<file path="config.mk">
export PLATFORM = sky130hd
export DESIGN_NAME = ysyx_22050710_bpu
export DESIGN_NICKNAME = d
export VERILOG_FILES = /design/src/rtl/ysyx_22050710_bpu.sv
export SDC_FILE = /design/constraint.sdc
export NUM_CORES = 2
export LEC_CHECK = 0
export CAP_MARGIN = 20
export CORE_UTILIZATION = 30
export CTS_BUF_LIST = sky130_fd_sc_hd__clkbuf_8
export DETAILED_ROUTE_END_ITERATION = 7
export PLACE_DENSITY = 0.54
export SLEW_MARGIN = 20
export SYNTH_ARGS = -nofsm -noshare
export SYNTH_HDL_FRONTEND = slang
export SYNTH_SLANG_ARGS = --single-unit
</file>
<file path="constraint.sdc">
create_clock -name i_clk -period 7.5 [get_ports i_clk]
set_input_delay 1.5 -clock i_clk [delete_from_list [all_inputs] [get_ports i_clk]]
set_output_delay 1.5 -clock i_clk [all_outputs]
set_load 0.005 [all_outputs]
</file>
<file path="src/rtl/ysyx_22050710_bpu.sv">
// ysyx_22050710_bpu: IF-stage BTB/BHT lookup plus ID-stage branch resolution.
// Direct-mapped BTB with 2-bit saturating counters, trained by the resolving
// ID instruction; mispredicts and traps produce a registered one-cycle redirect.
// Optional build macro: YSYX_22050710_BPU_STAT_EN adds o_stat_br / o_stat_miss.
module ysyx_22050710_bpu #(
   parameter int WORD_WD = 64,
   parameter int PC_WD   = 64,
   parameter int GPR_WD  = 64,
   parameter int IMM_WD  = 64,
   parameter int ENTRIES = 16
) (
   input  logic              i_clk,
   input  logic              i_rst_n,
   input  logic [PC_WD-1:0]  i_if_pc,
   output logic              o_pred_taken,
   output logic [PC_WD-1:0]  o_pred_target,
   input  logic              i_valid,
   input  logic [PC_WD-1:0]  i_pc,
   input  logic [GPR_WD-1:0] i_rs1data,
   input  logic [GPR_WD-1:0] i_rs2data,
   input  logic [IMM_WD-1:0] i_imm,
   input  logic              i_bren,
   input  logic [2:0]        i_brfunc,
   input  logic              i_ep_sel,
   input  logic [PC_WD-1:0]  i_epnpc,
   input  logic              i_pred_taken,
   input  logic [PC_WD-1:0]  i_pred_target,
   output logic              o_redirect,
   output logic [PC_WD-1:0]  o_redirect_pc
`ifdef YSYX_22050710_BPU_STAT_EN
   ,
   output logic [31:0]       o_stat_br,
   output logic [31:0]       o_stat_miss
`endif
);

   localparam int IDX_WD = $clog2(ENTRIES);
   localparam int TAG_WD = PC_WD - IDX_WD - 2;

   typedef enum logic [2:0] {
      F_JAL  = 3'b000,
      F_JALR = 3'b001,
      F_BEQ  = 3'b010,
      F_BNE  = 3'b011,
      F_BLT  = 3'b100,
      F_BGE  = 3'b101,
      F_BLTU = 3'b110,
      F_BGEU = 3'b111
   } brfunc_e;

   // Table storage
   logic [ENTRIES-1:0] valid_q;
   logic [TAG_WD-1:0]  tag_q [ENTRIES];
   logic [PC_WD-1:0]   tgt_q [ENTRIES];
   logic [1:0]         ctr_q [ENTRIES];

   // Redirect register
   logic               redirect_q, redirect_d;
   logic [PC_WD-1:0]   redirect_pc_q, redirect_pc_d;

   // IF lookup
   logic [IDX_WD-1:0]  if_idx;
   logic [TAG_WD-1:0]  if_tag;
   logic               if_hit;

   // ID resolve / train
   brfunc_e            func;
   logic [WORD_WD-1:0] rs1w, rs2w;
   logic               eq, lt, ltu;
   logic [PC_WD-1:0]   pc_imm, rs1_imm, act_tgt;
   logic               act_taken, is_jump, mispredict, br_res;
   logic [IDX_WD-1:0]  id_idx;
   logic [TAG_WD-1:0]  id_tag;
   logic               id_hit;
   logic               wr_entry, wr_ctr;
   logic [1:0]         ctr_new;

   // Low PC bits never participate in indexing.
   logic unused_pc_bits;
   assign unused_pc_bits = ^{i_if_pc[1:0]};

   // Combinational BTB/BHT lookup for the fetch PC (no write bypass).
   always_comb begin
      if_idx        = i_if_pc[IDX_WD+1:2];
      if_tag        = i_if_pc[PC_WD-1:IDX_WD+2];
      if_hit        = valid_q[if_idx] && (tag_q[if_idx] == if_tag);
      o_pred_taken  = if_hit && ctr_q[if_idx][1];
      o_pred_target = if_hit ? tgt_q[if_idx] : '0;
   end

   // Resolve the ID instruction: actual direction, target and mispredict.
   always_comb begin
      func    = brfunc_e'(i_brfunc);
      rs1w    = WORD_WD'(i_rs1data);
      rs2w    = WORD_WD'(i_rs2data);
      eq      = (rs1w == rs2w);
      lt      = ($signed(rs1w) < $signed(rs2w));
      ltu     = (rs1w < rs2w);
      pc_imm  = i_pc + PC_WD'(i_imm);
      rs1_imm = PC_WD'(i_rs1data) + PC_WD'(i_imm);
      act_tgt = pc_imm;
      act_taken = 1'b0;
      case (func)
         F_JAL:  act_taken = 1'b1;
         F_JALR: begin
            act_taken = 1'b1;
            act_tgt   = {rs1_imm[PC_WD-1:1], 1'b0};
         end
         F_BEQ:  act_taken = eq;
         F_BNE:  act_taken = !eq;
         F_BLT:  act_taken = lt;
         F_BGE:  act_taken = !lt;
         F_BLTU: act_taken = ltu;
         F_BGEU: act_taken = !ltu;
         default: act_taken = 1'b0;
      endcase
      is_jump    = (func == F_JAL) || (func == F_JALR);
      mispredict = (act_taken != i_pred_taken) ||
                   (act_taken && (act_tgt != i_pred_target));
      br_res     = i_valid && i_bren && !i_ep_sel;
      redirect_d = i_valid && (i_ep_sel || (i_bren && mispredict));
      if (i_ep_sel)
         redirect_pc_d = i_epnpc;
      else if (act_taken)
         redirect_pc_d = act_tgt;
      else
         redirect_pc_d = i_pc + PC_WD'(4);
   end

   // Training decisions for the resolving instruction's table entry.
   always_comb begin
      id_idx   = i_pc[IDX_WD+1:2];
      id_tag   = i_pc[PC_WD-1:IDX_WD+2];
      id_hit   = valid_q[id_idx] && (tag_q[id_idx] == id_tag);
      wr_entry = br_res && act_taken;
      wr_ctr   = br_res && (is_jump || id_hit || act_taken);
      if (is_jump)
         ctr_new = 2'b11;
      else if (!id_hit)
         ctr_new = 2'b10;
      else if (act_taken)
         ctr_new = (ctr_q[id_idx] == 2'b11) ? 2'b11 : ctr_q[id_idx] + 2'd1;
      else
         ctr_new = (ctr_q[id_idx] == 2'b00) ? 2'b00 : ctr_q[id_idx] - 2'd1;
   end

   // Table write port; reset clears valid bits and sets counters weakly not-taken.
   always_ff @(posedge i_clk or negedge i_rst_n) begin
      if (!i_rst_n) begin
         valid_q <= '0;
         for (int unsigned i = 0; i < ENTRIES; i++) begin
            tag_q[i] <= '0;
            tgt_q[i] <= '0;
            ctr_q[i] <= 2'b01;
         end
      end else begin
         if (wr_entry) begin
            valid_q[id_idx] <= 1'b1;
            tag_q[id_idx]   <= id_tag;
            tgt_q[id_idx]   <= act_tgt;
         end
         if (wr_ctr)
            ctr_q[id_idx] <= ctr_new;
      end
   end

   // Registered redirect pulse; the PC holds its last value between redirects.
   always_ff @(posedge i_clk or negedge i_rst_n) begin
      if (!i_rst_n) begin
         redirect_q    <= 1'b0;
         redirect_pc_q <= '0;
      end else begin
         redirect_q <= redirect_d;
         if (redirect_d)
            redirect_pc_q <= redirect_pc_d;
      end
   end

   assign o_redirect    = redirect_q;
   assign o_redirect_pc = redirect_pc_q;

`ifdef YSYX_22050710_BPU_STAT_EN
   logic [31:0] stat_br_q, stat_miss_q;

   // Event counters: resolved branches/jumps and non-trap redirects.
   always_ff @(posedge i_clk or negedge i_rst_n) begin
      if (!i_rst_n) begin
         stat_br_q   <= '0;
         stat_miss_q <= '0;
      end else begin
         if (i_valid && i_bren)
            stat_br_q <= stat_br_q + 32'd1;
         if (br_res && mispredict)
            stat_miss_q <= stat_miss_q + 32'd1;
      end
   end

   assign o_stat_br   = stat_br_q;
   assign o_stat_miss = stat_miss_q;
`endif

endmodule

</file>
==> impl_table.tex <==
\begin{tabular}{lr}
\hline
Metric & Value \\
\hline
\multicolumn{2}{l}{\textbf{Timing}} \\
Share of the clock period used by the worst path & 97.9\% \\
Setup repair after global routing missed its margin & false \\
Endpoints failing setup & 0 \\
Worst clock skew & 99.9 ps \\
Slew at the pin with the worst max-slew slack & 1410 ps \\
Final slew viol count & 0 \\
Final critical-path required period & 7340 ps \\
Normalized max-slew margin & 5.26\% \\
Worst Setup Slack, final & 158 ps \\
Post-route setup TNS & 0 ps \\
FMAX & 136 MHz \\
Hold Vio Cnt, Final & 0 \\
\multicolumn{2}{l}{\textbf{Setup path}} \\
Worst-path maximum fanout & 22 \\
Critical path required time & 6000 ps \\
Kind of critical path & primary input to output pin \\
Critical path launch point type & primary input \\
Arr. time, crit path & 5840 ps \\
Critical Path End Type & output pin \\
\multicolumn{2}{l}{\textbf{Placed design}} \\
Count of buffers from port buffering & 584 \\
DP Worst Slack & -535 ps \\
Routability cong. & 1.02 \\
Final HPWL from detailed placement & 332000 µm \\
\multicolumn{2}{l}{\textbf{Floorplan}} \\
Horizontal die dimension & 619 µm \\
Die outline area & 383000 µm² \\
Area of the placeable core & 379000 µm² \\
I/O pins & 587 \\
Chip height & 619 µm \\
Initial Utilization & 30.1\% \\
Placement row count & 226 \\
\multicolumn{2}{l}{\textbf{Power}} \\
Proportion of total power due to net switching & 31.7\% \\
Worst IR Drop VDD & 0.131 mV \\
Share of power burned in registers & 43.3\% \\
Share of power burned in combinational logic & 24.2\% \\
Cell leakage power & 59.9 nW \\
Share of power burned in the clock network & 32.5\% \\
Switching power & 9.92 mW \\
Internal power & 21.4 mW \\
Ratio of total power to cell area & 228 nW/µm² \\
Sum of internal, switching and leakage power & 31.3 mW \\
\multicolumn{2}{l}{\textbf{Global routing}} \\
Number of global-route vias before repair & 89200 \\
First-pass GRT wire length & 666000 µm \\
Global router's overall resource usage & 24.1\% \\
Remaining global-route overflow & 0 \\
Maximum number of pins on one net before global-route repair & 181 \\
Antenna violations before repair & 53 \\
\multicolumn{2}{l}{\textbf{Layout}} \\
Utilization of the core after routing & 36.2\% \\
Fin nets & 11400 \\
Area growth syn-to-layout & 20.0\% \\
Register area & 51700 µm² \\
Leading cell type in the layout, fill and taps excluded & sky130\_fd\_sc\_hd\_\_dfrtp\_1 \\
Fraction of layout instances using a drive strength above 1 & 28.9\% \\
Multi-input gate area in the final layout & 58900 µm² \\
Count of fill cells added during filler insertion & 36800 \\
Top library cells by usage in the layout, fill and taps aside & 2049 x sky130\_fd\_sc\_hd\_\_dfrtp\_1, 1428 x sky130\_fd\_sc\_hd\_\_nand2\_1, 1292 x sky130\_fd\_sc\_hd\_\_o21ai\_0 \\
\multicolumn{2}{l}{\textbf{Yosys}} \\
Commonest register cell after synthesis & sky130\_fd\_sc\_hd\_\_dfrtp\_1 \\
Number of enable flip-flop cells after synthesis & 0 \\
Gate Count Post-Synth & 9911 \\
Post-synth cell types & 98 \\
Net count after synthesis & 10600 \\
Warnings, synthesis & 0 \\
Seq cells post-synth & 2065 \\
Syn Std Cell Area & 114000 µm² \\
Portion of the post-synthesis area used by sequential elements & 45.3\% \\
Mean cell area of the mapped netlist & 11.5 µm² \\
Async set or reset register ratio after synthesis & 100\% \\
\multicolumn{2}{l}{\textbf{Route}} \\
Routed vias & 89500 \\
Detailed-route DRC error count & 0 \\
Detailed Routing Iterations Pass 1 & 8 \\
Routed wire length & 471000 µm \\
Via-per-instance ratio & 5.59 \\
Post-DR wirelength/cell & 29.4 µm \\
ANT nets after route & 0 \\
First DRT Iteration DRCs & 9569 \\
\multicolumn{2}{l}{\textbf{Flow run}} \\
Number of violations of the max-capacitance limit & 0 \\
\multicolumn{2}{l}{\textbf{Clock network}} \\
CTS tree & done \\
Skew-Pair Late Insertion Delay & 1050 ps \\
Maximum level of the CTS H-tree & 5 \\
Num Clock Sinks & 2065 \\
Number of buffers created by CTS & 347 \\
Worst-path clk slew & 60 ps \\
CTS root buffer & sky130\_fd\_sc\_hd\_\_clkbuf\_8 \\
Clock buffer depth & 4 \\
\multicolumn{2}{l}{\textbf{Hold path}} \\
Hold WC Path Type & primary input to async pin \\
\multicolumn{2}{l}{\textbf{Status}} \\
Result of the run & completed \\
\hline
\end{tabular}
## synth_stat cells (32+ instances only)
cell,count,area share (%)
sky130_fd_sc_hd__a211oi_1,43,0.28
sky130_fd_sc_hd__nand4_1,120,0.66
sky130_fd_sc_hd__inv_1,116,0.38
sky130_fd_sc_hd__xnor2_1,143,1.1
sky130_fd_sc_hd__clkbuf_1,695,2.3
sky130_fd_sc_hd__a21o_1,45,0.30
sky130_fd_sc_hd__o21a_1,34,0.22
sky130_fd_sc_hd__nor2_1,308,1.0
sky130_fd_sc_hd__nor3_1,125,0.55
sky130_fd_sc_hd__buf_1,160,0.53
sky130_fd_sc_hd__and3_1,35,0.19
sky130_fd_sc_hd__nand3_1,81,0.36
sky130_fd_sc_hd__o211ai_1,32,0.21
sky130_fd_sc_hd__mux2i_1,46,0.40
sky130_fd_sc_hd__a21oi_1,364,1.6
sky130_fd_sc_hd__mux4_2,922,18
sky130_fd_sc_hd__nor2b_1,76,0.42
sky130_fd_sc_hd__dfrtp_1,2049,45
sky130_fd_sc_hd__ha_1,193,2.1
sky130_fd_sc_hd__a31oi_1,37,0.20
sky130_fd_sc_hd__nand2b_1,44,0.24
sky130_fd_sc_hd__nand2_1,1443,4.7
sky130_fd_sc_hd__nor4_1,45,0.25
sky130_fd_sc_hd__o21ai_0,1293,5.7
sky130_fd_sc_hd__mux2_2,873,8.6
sky130_fd_sc_hd__xor2_1,135,1.0
## critical path, cell delays in order
cell	delay (ps)
sky130_fd_sc_hd__buf_12	180
sky130_fd_sc_hd__buf_12	240
sky130_fd_sc_hd__buf_4	250
sky130_fd_sc_hd__mux4_2	520
sky130_fd_sc_hd__mux4_2	560
sky130_fd_sc_hd__xor2_1	170
sky130_fd_sc_hd__nor4_1	470
sky130_fd_sc_hd__buf_4	230
sky130_fd_sc_hd__nand3_1	70
sky130_fd_sc_hd__or4_4	440
sky130_fd_sc_hd__buf_12	170
sky130_fd_sc_hd__buf_4	240
sky130_fd_sc_hd__nor2b_1	130
sky130_fd_sc_hd__clkdlybuf4s50_1	520
## per-layer routing
metal	up-vias	GRT usage [%]	part of all wire, %
li1	38100	-	-
met1	47000	32.7	42
met2	3678	37.6	46
met3	748	4.28	6.9
met4	12	10.4	4.8
met5	-	0	0.016
## state kept, by name, summed over array words and instances (netlist names)
register	cells
o_redirect	1
tag_q	928
ctr_q	32
o_redirect_pc	64
valid_q	16
tgt_q	1024
## through the flow
stage               instances  hold WS [ps]  area [µm²]
floorplan                9911           445      114000
global placement        15400           456      130000
detailed placement      15400           464      130000
CTS                     16000           349      137000
global route            16000           360      137000
finish                  16000           409      137000
## cell families (layout without fill, tap and decap cells)
family                   Yosys count  count (layout)  synth area share (%)
buffers and inverters           1011            2071                  3.40
other                              0              22                     0
AND/OR/NAND/NOR                 2409            2409                  9.28
adder cells (fa/ha/maj)          196             196                  2.16
flip-flops                      2065            2065                  45.3
XOR/XNOR                         281             281                  2.19
multiplexers                    1845            1845                  27.3
AO/OA/AOI/OAI                   2104            2104                  10.4
## cell type report
| cell class | instances | share of cell area, % |
|---|---|---|
| well taps | 5016 | 4.58 |
| diodes | 22 | 0.0402 |
| multi-input cells | 6835 | 43.0 |
| clock buffers | 441 | 4.43 |
| repair buffers | 1343 | 9.28 |
| flip-flops and latches | 2065 | 37.8 |
| inverters | 122 | 0.334 |
| clock inverters | 165 | 0.593 |
## final timing paths
path                            startpoint  slack (ps)               end  cells past startpoint
worst max-delay path            i_if_pc[2]         160  o_pred_target[5]                     14
worst max register to register  tag_q[707]        3170         ctr_q[29]                     16
max in group asynchronous          i_rst_n        5080         tgt_q[67]                      3
worst min register to register  tgt_q[558]         470        tgt_q[558]                      2
worst min-delay path               i_rst_n         410        tgt_q[122]                      1
min in group i_clk              tgt_q[558]         470        tgt_q[558]                      2
## power groups by stage
stage	registers, mW	logic, mW	clock network [mW]
2_1_floorplan	13.4	4.15	0
3_3_place_gp	13.6	7.36	0
3_5_place_dp	13.7	7.51	0
4_1_cts	13.5	7.54	10.4
5_1_grt	13.7	8.06	10.9
6_report	13.6	7.57	10.1
## what timing repair did
action	in CTS	in global routing
hold buffers	0	0
setup buffers	0	12
cloned	0	0
gates resized for setup	8	2
pin swaps	1	1
setup endpoints to repair	65	32
(Power assumes the default switching activity.)
